$ cat src/rtl/clk_div_sequencer_if.sv
// Control/config bus of the programmable clock divider.
// The master starts, stops and re-ratios the divider. The slave is the divider itself.
interface clk_div_sequencer_if #(parameter int W = 8);
  logic         enable;
  logic         cfg_valid;
  logic [W-1:0] cfg_div;
  logic         cfg_ready;
  logic         out;
  logic         tick;
  logic         busy;
  logic         err;

  modport master (
    output enable, cfg_valid, cfg_div,
    input  cfg_ready, out, tick, busy, err
  );

  modport slave (
    input  enable, cfg_valid, cfg_div,
    output cfg_ready, out, tick, busy, err
  );
endinterface

$ cat src/rtl/clk_div_sequencer.sv
// Programmable clock divider with a run/stop controller.
// Ratio changes are applied only on period boundaries, so the output never glitches.
module clk_div_sequencer #(
  parameter int W           = 8,
  parameter int DEFAULT_DIV = 2
) (
  input logic               clk,
  input logic               rst,
  clk_div_sequencer_if.slave bus
);

  typedef enum logic [1:0] {IDLE, RUN, DRAIN} stateT;

  localparam logic [W-1:0] DefDiv = W'(DEFAULT_DIV);

  stateT        state, nextState;
  logic [W-1:0] cnt, nextCnt;
  logic [W-1:0] divActive, nextDiv;
  logic [W-1:0] pendDiv, nextPendDiv;
  logic         pending, nextPending;
  logic         outReg, nextOut;
  logic         tickReg, nextTick;
  logic         errReg, nextErr;
  logic         running, boundary, xfer, legal;

  // Next-state logic. out and tick are derived from the next state so that
  // both leave the register stage together with the counter they describe.
  always_comb begin
    running     = (state != IDLE);
    boundary    = running && (cnt == divActive - W'(1));
    xfer        = bus.cfg_valid && !pending;
    legal       = (bus.cfg_div >= W'(2));

    nextState   = state;
    nextCnt     = cnt;
    nextDiv     = divActive;
    nextPendDiv = pendDiv;
    nextPending = pending;
    nextErr     = xfer && !legal;

    case (state)
      IDLE: begin
        nextCnt = '0;
        if (bus.enable) nextState = RUN;
      end
      default: begin
        // A running period always completes. Dropping enable at the boundary
        // itself stops immediately instead of running one more period.
        if (boundary) begin
          nextCnt   = '0;
          nextState = bus.enable ? RUN : IDLE;
        end else begin
          nextCnt   = cnt + W'(1);
          nextState = bus.enable ? RUN : DRAIN;
        end
      end
    endcase

    // xfer requires !pending, so this never collides with the transfer below.
    if (boundary && pending) begin
      nextDiv     = pendDiv;
      nextPending = 1'b0;
    end

    if (xfer && legal) begin
      if (state == IDLE) begin
        nextDiv = bus.cfg_div;
      end else begin
        nextPendDiv = bus.cfg_div;
        nextPending = 1'b1;
      end
    end

    nextTick = (nextState != IDLE) && (nextCnt == '0);
    nextOut  = (nextState != IDLE) && (nextCnt < (nextDiv >> 1));
  end

  // State and output registers. Reset restores the default ratio and drops any
  // pending request.
  always_ff @(posedge clk) begin
    if (rst) begin
      state     <= IDLE;
      cnt       <= '0;
      divActive <= DefDiv;
      pendDiv   <= DefDiv;
      pending   <= 1'b0;
      outReg    <= 1'b0;
      tickReg   <= 1'b0;
      errReg    <= 1'b0;
    end else begin
      state     <= nextState;
      cnt       <= nextCnt;
      divActive <= nextDiv;
      pendDiv   <= nextPendDiv;
      pending   <= nextPending;
      outReg    <= nextOut;
      tickReg   <= nextTick;
      errReg    <= nextErr;
    end
  end

  assign bus.out       = outReg;
  assign bus.tick      = tickReg;
  assign bus.busy      = (state != IDLE);
  assign bus.err       = errReg;
  assign bus.cfg_ready = !pending;

endmodule

$ cat src/flat_wrapper.sv
// flat-port wrapper written by rule: the top's interface ports become plain ports
module clk_div_sequencer_flat 
#(
  parameter int W           = 8,
  parameter int DEFAULT_DIV = 2
)
  (clk, rst, bus_enable, bus_cfg_valid, bus_cfg_div, bus_cfg_ready, bus_out, bus_tick, bus_busy, bus_err);
  clk_div_sequencer_if #(.W(W)) bus_i ();
  input logic clk;
  input logic rst;
  input wire logic [$bits(bus_i.enable)-1:0] bus_enable;
  input wire logic [$bits(bus_i.cfg_valid)-1:0] bus_cfg_valid;
  input wire logic [$bits(bus_i.cfg_div)-1:0] bus_cfg_div;
  output wire logic [$bits(bus_i.cfg_ready)-1:0] bus_cfg_ready;
  output wire logic [$bits(bus_i.out)-1:0] bus_out;
  output wire logic [$bits(bus_i.tick)-1:0] bus_tick;
  output wire logic [$bits(bus_i.busy)-1:0] bus_busy;
  output wire logic [$bits(bus_i.err)-1:0] bus_err;
  assign bus_i.enable = bus_enable;
  assign bus_i.cfg_valid = bus_cfg_valid;
  assign bus_i.cfg_div = bus_cfg_div;
  assign bus_cfg_ready = bus_i.cfg_ready;
  assign bus_out = bus_i.out;
  assign bus_tick = bus_i.tick;
  assign bus_busy = bus_i.busy;
  assign bus_err = bus_i.err;
  clk_div_sequencer #(.W(W), .DEFAULT_DIV(DEFAULT_DIV)) u_core (.clk(clk), .rst(rst), .bus(bus_i));
endmodule
$ cat config.mk
export PLATFORM = sky130hd
export DESIGN_NAME = clk_div_sequencer_flat
export DESIGN_NICKNAME = d
export VERILOG_FILES = /design/src/rtl/clk_div_sequencer_if.sv /design/src/rtl/clk_div_sequencer.sv /design/src/flat_wrapper.sv
export SDC_FILE = /design/constraint.sdc
export NUM_CORES = 1
export LEC_CHECK = 0
export ABC_CLOCK_PERIOD_IN_PS = 6130
export CAP_MARGIN = 10
export CORE_ASPECT_RATIO = 1.4
export CORE_MARGIN = 4
export CORE_UTILIZATION = 30
export CTS_CLUSTER_DIAMETER = 60
export DETAILED_ROUTE_END_ITERATION = 6
export MAX_ROUTING_LAYER = met4
export REMOVE_ABC_BUFFERS = 1
export SETUP_SLACK_MARGIN = 0.02
export SYNTH_ARGS = -nofsm -noshare
export SYNTH_HDL_FRONTEND = slang
export SYNTH_SLANG_ARGS = --single-unit
$ cat constraint.sdc
create_clock -name clk -period 6.13 [get_ports clk]
set_clock_uncertainty 0.2 [all_clocks]
set_input_delay 1.226 -clock clk [delete_from_list [all_inputs] [get_ports clk]]
set_output_delay 1.226 -clock clk [all_outputs]
set_load 0.03 [all_outputs]
Word level (Yosys, flattened, before mapping) --
Index checks and enable logic that the tools add are counted.
Storage, ports and cells: word-level logic and storage cells 41, output and inout bits 5, register bits after elaboration 30, input port bits 12
Cells by class: equal/unequal tests 1, reduce and logical (&&, ||, !) cells 14, multiplexer cells 13, magnitude comparators 2, $add $sub $neg 2, bitwise logic cells 1
Operators by type and width (number):
- 8-bit two-way mux | 5
- 8-bit by 1-bit adder with 8-bit output, second input constant | 1
- 8-bit == test | 1
- 8-bit by 2-bit greater-or-equal comparator with 1-bit output, second input constant | 1
- 8-bit logical NOT | 1
- 8-bit by 7-bit less-than comparator with 1-bit output | 1
- 2-bit two-way mux | 4
- 8-bit by 1-bit subtractor with 8-bit output, second input constant | 1
- 1-bit logical AND | 7
- 1-bit two-way mux | 4
- 2-bit nonzero test | 2
- 1-bit logical NOT | 2
- 2-bit logical NOT | 1
- 2-bit AND reduction | 1
- 1-bit inverter | 1

Logic depth before layout (Yosys ltp) --
Gate-level depths: netlist (run 1).
word-level depth 9, gate-level depth with buffers 14, mapped depth without buffers 14

Least setup slack after synthesis (run 1) --
OpenSTA, ideal clock, no wires.
kind register -> register, start reg u_core.divActive[0], end reg u_core.outReg, in the netlist u_core.bus.out, buffers on the path 0, arrival time 3439 ps, setup slack 2405 ps, stages on the path, launching flop included 15, period minus slack after synthesis 3725 ps, library setup time 86 ps, path through dfxtp_1 -> inv_1 -> ha_1 -> nor3b_1 -> a21oi_1 -> or4_4 -> nor4b_4 -> mux2_2 -> mux2i_1 -> ha_1 -> a21o_1 -> a21o_1 -> a21oi_1 -> o21ai_0 -> a211oi_1
On the way: longest elaborated chain between the ends 9, elaborated cells between the ends (all ways) 14, classes of those cells 1 x add/sub; 1 x order compare; 1 x eq/ne; 7 x mux; 4 x reduce/logical
Ends and longest elaborated chain:
- start: declaration | RTL line clk_div_sequencer.sv:18 | logic [W-1:0] divActive, nextDiv;
- start signal: assignment | RTL line clk_div_sequencer.sv:84 | divActive <= DefDiv;
- start signal: assignment | RTL line clk_div_sequencer.sv:93 | divActive <= nextDiv;
- 8-bit by 1-bit subtractor with 8-bit output * | RTL line clk_div_sequencer.sv:30 | boundary = running && (cnt == divActive - W'(1));
- 8-bit == test * | RTL line clk_div_sequencer.sv:30
- 1-bit logical AND * | RTL line clk_div_sequencer.sv:30
- 1-bit logical AND | RTL line clk_div_sequencer.sv:60 | if (boundary && pending) begin
- 8-bit two-way mux | RTL line clk_div_sequencer.sv:60
- 8-bit two-way mux | RTL line clk_div_sequencer.sv:66 | if (state == IDLE) begin
- 8-bit two-way mux | RTL line clk_div_sequencer.sv:65 | if (xfer && legal) begin
- 8-bit by 7-bit less-than comparator with 1-bit output | RTL line clk_div_sequencer.sv:75 | nextOut = (nextState != IDLE) && (nextCnt < (nextDiv >> 1));
- 1-bit logical AND * | RTL line clk_div_sequencer.sv:75
- end signal: assignment | RTL line clk_div_sequencer.sv:96 | outReg <= nextOut;
- end: declaration | RTL line clk_div_sequencer.sv:21 | logic outReg, nextOut;
Mark *: on every way between the ends. The rest lies on a longest branch, timed or not. A chain may end at the register's enable or synchronous reset.

Final worst setup path (run 1) --
Ends and elaborated chain as after synthesis.

==> results of run 1 <==
[cell families after synthesis]
kind of cell / after synthesis / share of synthesized area
flops: 30 / 0.3709
simple gates: 69 / 0.2187
buf+inv: 14 / 0.03400
xor+xnor: 17 / 0.1005
compound gates: 17 / 0.06723
mux: 23 / 0.1468
fa+ha+maj: 8 / 0.06183
[sequential cells by signal (all words and copies together), names as in the netlist]
| register | flops |
|---|---|
| u_core.bus.out | 1 |
| u_core.pending | 1 |
| u_core.pendDiv | 8 |
| u_core.state | 2 |
| u_core.bus.tick | 1 |
| u_core.divActive | 8 |
| u_core.cnt | 8 |
| u_core.bus.err | 1 |
[layout make-up]
cell class | instances | share of cell area
Inverter | 6 | 0.01157
Clock buffer | 8 | 0.05656
Tap cell | 66 | 0.04242
Sequential cell | 30 | 0.3085
Timing Repair Buffer | 17 | 0.08612
Multi-Input combinational cell | 134 | 0.4949
[per-stage QoR]
step | utilization | total power, W | hold slack, ns | setup WS, ns
after floorplan | - | 0.0002672 | 0.2206 | 2.193
after global placement | 0.3534 | 0.0002965 | 0.2720 | 1.855
after detailed placement | 0.3534 | 0.0002972 | 0.2768 | 1.791
after CTS | 0.3746 | 0.0004862 | 0.2860 | 1.961
after global routing | 0.3746 | 0.0005037 | 0.3103 | 1.666
final | 0.3746 | 0.0004795 | 0.2914 | 1.995
[report_power, final]
| part | switching [W] | total (W) | internal [W] | leakage, nW |
|---|---|---|---|---|
| Sequential | 0.00000807 | 0.000212 | 0.000204 | 0.245 |
| Combinational | 0.0000428 | 0.0000801 | 0.0000372 | 0.487 |
| Clock | 0.0000740 | 0.000187 | 0.000113 | 0.0575 |
[placed cells by master, fill, tap and decap left out]
| master | Yosys | final |
|---|---|---|
| nand2_1 | 3 | 3 |
| a211o_1 | 1 | 1 |
| buf_4 | 0 | 1 |
| clkbuf_8 | 0 | 8 |
| clkdlybuf4s50_1 | 0 | 16 |
| nor3b_1 | 1 | 1 |
| nor4bb_1 | 1 | 1 |
| or2_2 | 3 | 3 |
| nor4b_1 | 1 | 1 |
| a211oi_1 | 2 | 2 |
| or4_4 | 1 | 1 |
| o41ai_1 | 1 | 1 |
| or4_1 | 1 | 1 |
| a31oi_1 | 3 | 3 |
| dfxtp_1 | 30 | 30 |
| a21oi_1 | 4 | 4 |
| nor2b_1 | 2 | 2 |
| xnor3_1 | 1 | 1 |
| inv_1 | 6 | 6 |
| nor3_1 | 6 | 6 |
| and3_1 | 3 | 3 |
| nand3_1 | 3 | 3 |
| nor4_1 | 2 | 2 |
| nand4_1 | 3 | 3 |
| and4_1 | 1 | 1 |
| o21ai_0 | 3 | 3 |
| ha_1 | 8 | 8 |
| a21o_1 | 2 | 2 |
| mux2_2 | 5 | 5 |
| nor2_1 | 37 | 37 |
| xor2_1 | 8 | 8 |
| mux2_1 | 1 | 1 |
| o211ai_1 | 1 | 1 |
| nor4b_4 | 1 | 1 |
| xnor2_1 | 8 | 8 |
| mux2i_1 | 17 | 17 |
[routing by layer]
metal,vias up,global-route usage
li1,649,-
met1,591,0.1298
met2,17,0.2114
met3,14,0.02556
met4,0,0.08946
met5,-,-
[worst min-delay path by stage]
| stage | start | endpoint | slack (ns) | cells after the start |
|---|---|---|---|---|
| final | u_core.pending | u_core.bus.err | 0.29 | 1 |
| after global routing | u_core.pending | u_core.bus.err | 0.31 | 1 |
| after CTS | u_core.pending | u_core.bus.err | 0.29 | 1 |
| after detailed placement | u_core.pending | u_core.bus.err | 0.28 | 1 |
| after global placement | u_core.pendDiv[7] | u_core.pendDiv[7] | 0.27 | 2 |
| after floorplan | u_core.pending | u_core.bus.err | 0.22 | 1 |
==> results.py, run 1 <==
metrics = {
    "drt": {
        "wl_per_cell_um": 14.05,
        "drtIter0Drc": 90,
        "drt-total-wl_um": 3668,
        "antenna_left": 0,
        "vias": 1271,
        "top_layer": "met4",
        "vias_per_cell": 4.870,
        "remaining_drc_errors": 0,
        "wl_met2_um": 1879,
        "wl_met3_um": 82,
        "firstDrtPassIters": 4,
        "wl_met1_um": 1512,
    },
    "power": {
        "power.leakage_nw": 0.7896,
        "vdd_drop_max_v": 0.00007190,
        "power_density_nw_per_um2": 246.3,
    },
    "worst_setup_path": {
        "timing.rr.end": "u_core.bus.out",
        "crit_path_end_kind": "register",
        "cp-endpoint": "u_core.bus.out",
        "cp_num_buf_inv": 1,
        "cp-start-kind": "register",
        "regToRegStartpoint": "u_core.divActive[0]",
        "arrival_ns": 4.13,
        "crit_cells": 14,
        "r2r_setup_slack_ns": 1.99,
        "critPathKind": "reg -> reg",
        "worstPathMaxFanout": 8,
        "crit_slowest_cell": "nor4b_4",
        "critPathMaxStageDelay_ns": 0.61,
        "crit_start": "u_core.divActive[0]",
        "cp_top_family": "simple AND/OR/NAND/NOR gates",
        "r2r_cells": 14,
        "worstPathCellList": "inv_1 -> ha_1 -> nor3b_1 -> a21oi_1 -> or4_4 -> nor4b_4 -> mux2_2 -> mux2i_1 -> ha_1 -> a21o_1 -> a21o_1 -> a21oi_1 -> o21ai_0 -> a211oi_1",
        "required_ns": 6.13,
    },
    "grt": {
        "first_global_vias": 1333,
        "grt_max_degree": 23,
        "grt_pass1_wl_um": 6244,
        "grt_usage": 0.1253,
        "grt.overflow.total": 0,
        "antenna_found_initial": 0,
    },
    "run": {
        "drv_cap": 0,
    },
    "floorplan": {
        "die_w_um": 70.09,
        "start_util": 0.3115,
        "io_pins": 17,
        "core.rowCount": 31,
        "die_y_um": 94.92,
        "coreArea_um2": 5197,
        "dieArea_um2": 6652,
    },
    "clock_network": {
        "clockBufferDepth": 2,
        "clk-insertion-delay-late_ns": 0.28,
        "numCtsBuffers": 5,
        "h-tree-depth": 2,
        "holdBufCountCts": 0,
        "cts_resized": 0,
        "cts_root_buf": "clkbuf_8",
        "postCtsSetupBuffers": 0,
        "cts_tree": "yes",
        "path_clk_slew_ns": 0.06,
        "cts.sinks": 30,
    },
    "cells_and_area": {
        "drive_above_1_share": 0.09744,
        "nNetsFinal": 214,
        "area_delta_synth_final_pct": 20.25,
        "instances_no_fill": 261,
        "antenna_cells": 0,
        "design_area_um2": 1947,
        "regArea_um2": 600.6,
        "multi_input_area_um2": 963.4,
        "fillCellCount": 561,
    },
    "sta": {
        "fin_crit_sh": 0.6746,
        "post-route-min-period_ns": 4.135,
        "slew_headroom": 0.4325,
        "finalHoldViolations": 0,
        "slew_violations": 0,
        "tightest_slew_ns": 0.8485,
        "finalSetupViolCount": 0,
        "max_freq_ghz": 0.2418,
        "finalSetupTns_ns": 0,
        "rsz0062_at_grt": "false",
    },
    "placement": {
        "dp.cells": 253,
        "finalWeightedCongestion": 0.8905,
        "placed_cell_area_um2": 1837,
        "place_hpwl_um": 2852,
        "portBuffers": 16,
    },
    "yosys": {
        "yosysWarnings": 0,
        "synthArstFlopShare": 0,
        "syn_area_per_cell_um2": 9.096,
        "synth_edf_count": 0,
        "syn_area_um2": 1619,
        "yosysTopAreaCell": "dfxtp_1",
        "synth_cell_types": 35,
        "synthCells": 178,
        "synthFlopType": "dfxtp_1",
        "synth_common_cells": "37 x nor2_1, 30 x dfxtp_1, 17 x mux2i_1",
        "yosysSeqAreaShare": 0.3709,
        "synth-seq-cells": 30,
        "synth.most_common_cell": "nor2_1",
        "synth_top_area_frac": 0.3709,
        "ys_top_cells_by_area": "dfxtp_1 37%, mux2i_1 11%, nor2_1 8.6%, ha_1 6.2%, xnor2_1 4.3%",
    },
    "min_path": {
        "hold_class": "reg -> reg",
    },
    "status": {
        "status": "finished clean",
    },
}
Note: power is estimated with default switching activity, not from simulation.
==> run 2: changes to the inputs <==
- ABC_CLOCK_PERIOD_IN_PS: 6130 -> 3330
- clock period: 6.13 -> 3.33 ns (I/O delays scaled with it)
==> run 2 against run 1 <==
  * The flow now finishes with violations (negative setup slack)
  * Critical path depth unchanged
  * First-iteration DRC count decreased by 46%
  * Clock power increased by 85%
  * Wire length increased by 14%
  * Fmax increased by 19%
  * Die area unchanged
  * Combinational power increased to 2.6 times the previous value
  * Count of clock-buffer cells in the layout unchanged
  * Global-route usage increased by 1.0 points
  * Sequential share of layout area decreased by 4.6 points
  * Critical path type unchanged
  * Critical endpoint unchanged
  * Largest cell class unchanged
==> results.py, run 2 (same netlist as run 1, synthesis figures left out) <==
metrics = {
    "run": {
        "drv_cap": 0,
    },
    "sta": {
        "max_freq_ghz": 0.2885,
        "finalHoldViolations": 0,
        "post-route-min-period_ns": 3.467,
        "fin_crit_sh": 1.041,
        "slew_violations": 0,
        "rsz0062_at_grt": "true",
        "tightest_slew_ns": 0.6008,
        "timing.final.ws_setup_ns": -0.1368,
        "finalSetupViolCount": 1,
        "slew_headroom": 0.5982,
    },
    "worst_setup_path": {
        "cp-start-kind": "register",
        "critPathKind": "reg -> reg",
        "worstPathCellList": "inv_2 -> ha_4 -> nor3b_4 -> and3_1 -> or4_4 -> nor4b_4 -> buf_6 -> mux2_4 -> mux2i_2 -> ha_1 -> a21o_1 -> a21oi_2 -> o21ai_1 -> a211oi_1",
        "cp_num_buf_inv": 2,
        "crit_start": "u_core.divActive[0]",
        "required_ns": 3.33,
        "worstPathMaxFanout": 5,
        "cp_top_family": "simple AND/OR/NAND/NOR gates",
        "regToRegStartpoint": "u_core.divActive[0]",
        "crit_slowest_cell": "or4_4",
        "crit_path_end_kind": "register",
        "critPathMaxStageDelay_ns": 0.50,
        "arrival_ns": 3.46,
    },
    "min_path": {
        "min-delay-start": "u_core.pending",
        "hold_class": "reg -> reg",
    },
    "floorplan": {
        "start_util": 0.3115,
        "die_w_um": 70.09,
        "coreArea_um2": 5197,
        "die_y_um": 94.92,
        "dieArea_um2": 6652,
        "core.rowCount": 31,
        "io_pins": 17,
    },
    "drt": {
        "antenna_left": 0,
        "drtIter0Drc": 49,
        "remaining_drc_errors": 0,
        "vias": 1415,
        "wl_per_cell_um": 14.11,
        "vias_per_cell": 4.764,
        "drt-total-wl_um": 4190,
        "firstDrtPassIters": 4,
    },
    "clock_network": {
        "cts_tree": "yes",
        "numCtsBuffers": 5,
        "holdBufCountCts": 0,
        "clockBufferDepth": 2,
        "cts.sinks": 30,
        "path_clk_slew_ns": 0.07,
        "clk-insertion-delay-late_ns": 0.28,
        "cts_root_buf": "clkbuf_8",
        "h-tree-depth": 2,
    },
    "grt": {
        "antenna_found_initial": 0,
        "first_global_vias": 1496,
        "grt_max_degree": 16,
        "grt_pass1_wl_um": 6879,
        "grt_usage": 0.1356,
        "grt.overflow.total": 0,
    },
    "power": {
        "vdd_drop_max_v": 0.0001756,
        "power_density_nw_per_um2": 410.1,
        "power.leakage_nw": 0.9684,
    },
    "status": {
        "violations": "negative setup slack",
        "status": "finished with violations",
    },
    "cells_and_area": {
        "nNetsFinal": 250,
        "antenna_cells": 0,
        "finish.utilization": 0.4427,
        "design_area_um2": 2301,
        "area_delta_synth_final_pct": 42.12,
        "instances_no_fill": 297,
        "largest_registers": "u_core.cnt x8, u_core.divActive x8, u_core.pendDiv x8",
        "multi_input_area_um2": 1040,
        "final_common_cell": "nor2_1",
        "regArea_um2": 604.3,
        "final_cell_mix": "37 x nor2_1, 36 x buf_4, 27 x dfxtp_1",
        "drive_above_1_share": 0.2944,
        "fillCellCount": 516,
    },
    "placement": {
        "preCtsSetupSlack_ns": -0.3446,
        "dp.cells": 285,
        "portBuffers": 16,
        "place_hpwl_um": 3204,
        "placed_cell_area_um2": 2077,
        "finalWeightedCongestion": 0.8125,
    },
}
## run 2: cell count changes in the layout (fill, tap and decap cells not counted), sizes merged
cell / previous run / this run
buf: 1 / 37
## run 2: worst paths after layout
kind | depth (start not counted) | endpoint | slack (ns)
max reg2reg | 14 | u_core.bus.out | -0.14
max | 14 | u_core.bus.out | -0.14
min reg2reg | 1 | u_core.bus.err | 0.26
min | 1 | u_core.bus.err | 0.26
## run 2: per-layer routing
metal	GRT usage	up-vias	wire (µm)
li1	-	725	-
met4	0.05112	0	46
met2	0.2579	10	2347
met3	0.01917	4	75
met5	-	-	0
met1	0.1401	676	1720
## run 2: what timing repair did
action,4_1_cts,5_1_grt
resized for setup,17,4
endpoints found under the setup margin,1,1
buffers inserted,3,1
pin swaps,12,3
## run 2: cell type report
type / instances / area share
repair buffers: 53 / 0.1920
clock buffers: 8 / 0.04785
well taps: 66 / 0.03589
inverters: 6 / 0.009788
multi-input cells: 134 / 0.4519
flip-flops and latches: 30 / 0.2626
## run 2: where the power goes
part           internal (W)  leakage [nW]  switching [W]  total [W]
Combinational      0.000111         0.666      0.0000965   0.000208
Sequential         0.000376         0.245      0.0000141   0.000390
Clock              0.000209        0.0575       0.000137   0.000346
## run 2: per-stage QoR
| step | power [W] | hold slack (ns) | setup TNS [ns] |
|---|---|---|---|
| finish | 0.0009437 | 0.2632 | -0.1368 |
| global route | 0.0009871 | 0.3002 | -0.2470 |
| CTS | 0.0009500 | 0.2587 | -0.08689 |
| detailed placement | 0.0005831 | 0.2492 | -0.3446 |
| global placement | 0.0005806 | 0.2533 | -0.2024 |
| floorplan | 0.0004918 | 0.2206 | -0.6070 |
==> run 3: changes to the inputs <==
- CORE_UTILIZATION: 30 -> 50
- PLACE_DENSITY: unset -> 0.75
- SKIP_LAST_GASP: unset -> 1
==> run 3 against run 2 <==
  * The flow still finishes with violations (negative setup slack)
  * Via count increased by 11%
  * Design area rose by 1.2%
  * Flip-flop and latch count is the same
  * Count of clock-buffer cells in the layout down 1
  * Critical endpoint unchanged
  * Combinational power grew 17%
  * First-iteration DRC count rose by 51%
  * Cell count decreased by 7.4%
  * Wire length rose by 20%
  * Worst hold slack got worse by 0.0051 ns
  * Register-to-register slack worse by 0.10 ns
  * Highest routed layer unchanged
  * Die area down 36%
  * Setup slack worse by 0.10 ns
==> results.py, run 3 (same netlist as run 1, synthesis figures left out) <==
metrics = {
    "status": {
        "status": "finished with violations",
        "violations": "negative setup slack",
    },
    "clock_network": {
        "cts_tree": "yes",
        "clockBufferDepth": 2,
        "h-tree-depth": 2,
        "numCtsBuffers": 5,
        "path_clk_slew_ns": 0.07,
        "cts.sinks": 30,
        "cts_root_buf": "clkbuf_8",
        "clk-insertion-delay-late_ns": 0.29,
    },
    "worst_setup_path": {
        "cp-start-kind": "register",
        "crit_path_end_kind": "register",
        "worstPathCellList": "inv_2 -> ha_4 -> nor3b_4 -> and3_1 -> or4_4 -> nor4b_4 -> buf_6 -> buf_4 -> mux2_2 -> mux2i_2 -> ha_1 -> nor2_1 -> nor3_1 -> a211oi_2",
        "cp_num_buf_inv": 3,
        "required_ns": 3.30,
        "crit_start": "u_core.divActive[0]",
        "crit_slowest_cell": "or4_4",
        "critPathMaxStageDelay_ns": 0.52,
        "arrival_ns": 3.54,
        "cp_top_family": "simple AND/OR/NAND/NOR gates",
        "critPathKind": "reg -> reg",
        "worstPathMaxFanout": 6,
        "regToRegStartpoint": "u_core.divActive[0]",
    },
    "floorplan": {
        "io_pins": 17,
        "die_y_um": 75.33,
        "coreArea_um2": 3123,
        "core.rowCount": 24,
        "dieArea_um2": 4225,
        "die_w_um": 56.09,
        "start_util": 0.5184,
    },
    "sta": {
        "slew_headroom": 0.6430,
        "post-route-min-period_ns": 3.571,
        "holdWs_ns": 0.2581,
        "rsz0062_at_grt": "true",
        "finalSetupViolCount": 3,
        "slew_violations": 0,
        "timing.final.ws_setup_ns": -0.2415,
        "tightest_slew_ns": 0.5355,
        "max_freq_ghz": 0.2800,
        "fin_crit_sh": 1.073,
        "finalHoldViolations": 0,
    },
    "cells_and_area": {
        "nNetsFinal": 255,
        "final_cell_mix": "39 x buf_4, 36 x nor2_1, 27 x dfxtp_1",
        "instances_no_fill": 275,
        "final_common_cell": "buf_4",
        "largest_registers": "u_core.cnt x8, u_core.divActive x8, u_core.pendDiv x8",
        "drive_above_1_share": 0.3305,
        "antenna_cells": 0,
        "design_area_um2": 2328,
        "finish.utilization": 0.7456,
        "area_delta_synth_final_pct": 43.82,
    },
    "grt": {
        "grt_pass1_wl_um": 7790,
        "first_global_vias": 1676,
        "grt_max_degree": 14,
        "grt_usage": 0.2530,
        "antenna_found_initial": 0,
        "grt.overflow.total": 0,
    },
    "drt": {
        "wl_per_cell_um": 18.35,
        "firstDrtPassIters": 4,
        "vias_per_cell": 5.727,
        "antenna_left": 0,
        "vias": 1575,
        "remaining_drc_errors": 0,
        "drt-total-wl_um": 5046,
        "drtIter0Drc": 74,
    },
    "min_path": {
        "min-delay-start": "u_core.pending",
        "hold_class": "reg -> reg",
    },
    "placement": {
        "dp.cells": 248,
        "place_hpwl_um": 2971,
        "finalWeightedCongestion": 0.9356,
        "portBuffers": 16,
        "placed_cell_area_um2": 1968,
    },
    "run": {
        "drv_cap": 0,
    },
    "power": {
        "vdd_drop_max_v": 0.0002883,
        "total_power_w": 0.0009429,
        "power_density_nw_per_um2": 404.9,
        "power.leakage_nw": 0.9727,
    },
}
==> run 3: changes by cell type in the layout (fill, tap and decap cells not counted), sizes merged <==
| cell | before | now |
|---|---|---|
| buf | 37 | 42 |
| clkinv | 0 | 1 |
| clkbuf | 8 | 7 |
==> run 3: layout make-up <==
type                            count  area [µm²]
Sequential cell                    30       604.3
Multi-Input combinational cell    134        1075
Fill cell                         210       794.5
Inverter                            6       22.52
Clock buffer                        7       86.33
Tap cell                           39       48.80
Timing Repair Buffer               58       486.7
Clock inverter                      1       5.005
==> run 3: worst paths after layout <==
path | to | depth (start not counted) | slack, ns
max | u_core.bus.out | 14 | -0.24
min | u_core.bus.err | 1 | 0.26
max reg2reg | u_core.bus.out | 14 | -0.24
min reg2reg | u_core.bus.err | 1 | 0.26
==> run 3: per-layer routing <==
layer,GRT usage,share of wire,vias to the layer above
li1,-,-,736
met1,0.2442,0.36,746
met2,0.4473,0.52,62
met3,0.07119,0.052,31
met4,0.1636,0.067,0
met5,-,0,-
==> run 3: report_power, final <==
group          switching, W  total (W)  internal [W]
clock network      0.000140   0.000307      0.000166
registers         0.0000161   0.000393      0.000376
logic              0.000114   0.000243      0.000129
total              0.000271   0.000943      0.000672
==> run 3: timing repair <==
item / in CTS / in global routing
setup endpoints to repair: 1 / 3
pin swaps: 11 / 3
gates resized for setup: 16 / 14
hold buffers: 0 / 0
buffers inserted: 20 / 3
==> run 3: worst reg2reg max path, stage by stage, from the launching register on <==
cell,delay [ns]
dfxtp_2,0.35
inv_2,0.05
ha_4,0.15
nor3b_4,0.15
and3_1,0.19
or4_4,0.52
nor4b_4,0.35
buf_6,0.18
buf_4,0.11
mux2_2,0.34
mux2i_2,0.27
ha_1,0.23
nor2_1,0.05
nor3_1,0.22
a211oi_2,0.10
==> run 3: per-stage QoR <==
stage / setup TNS, ns / setup slack (ns)
3_3_place_gp: -0.1746 / -0.1746
4_1_cts: -0.06486 / -0.06486
6_report: -0.4250 / -0.2415
3_5_place_dp: -0.3440 / -0.3440
2_1_floorplan: -0.6070 / -0.6070
5_1_grt: -0.7012 / -0.3490
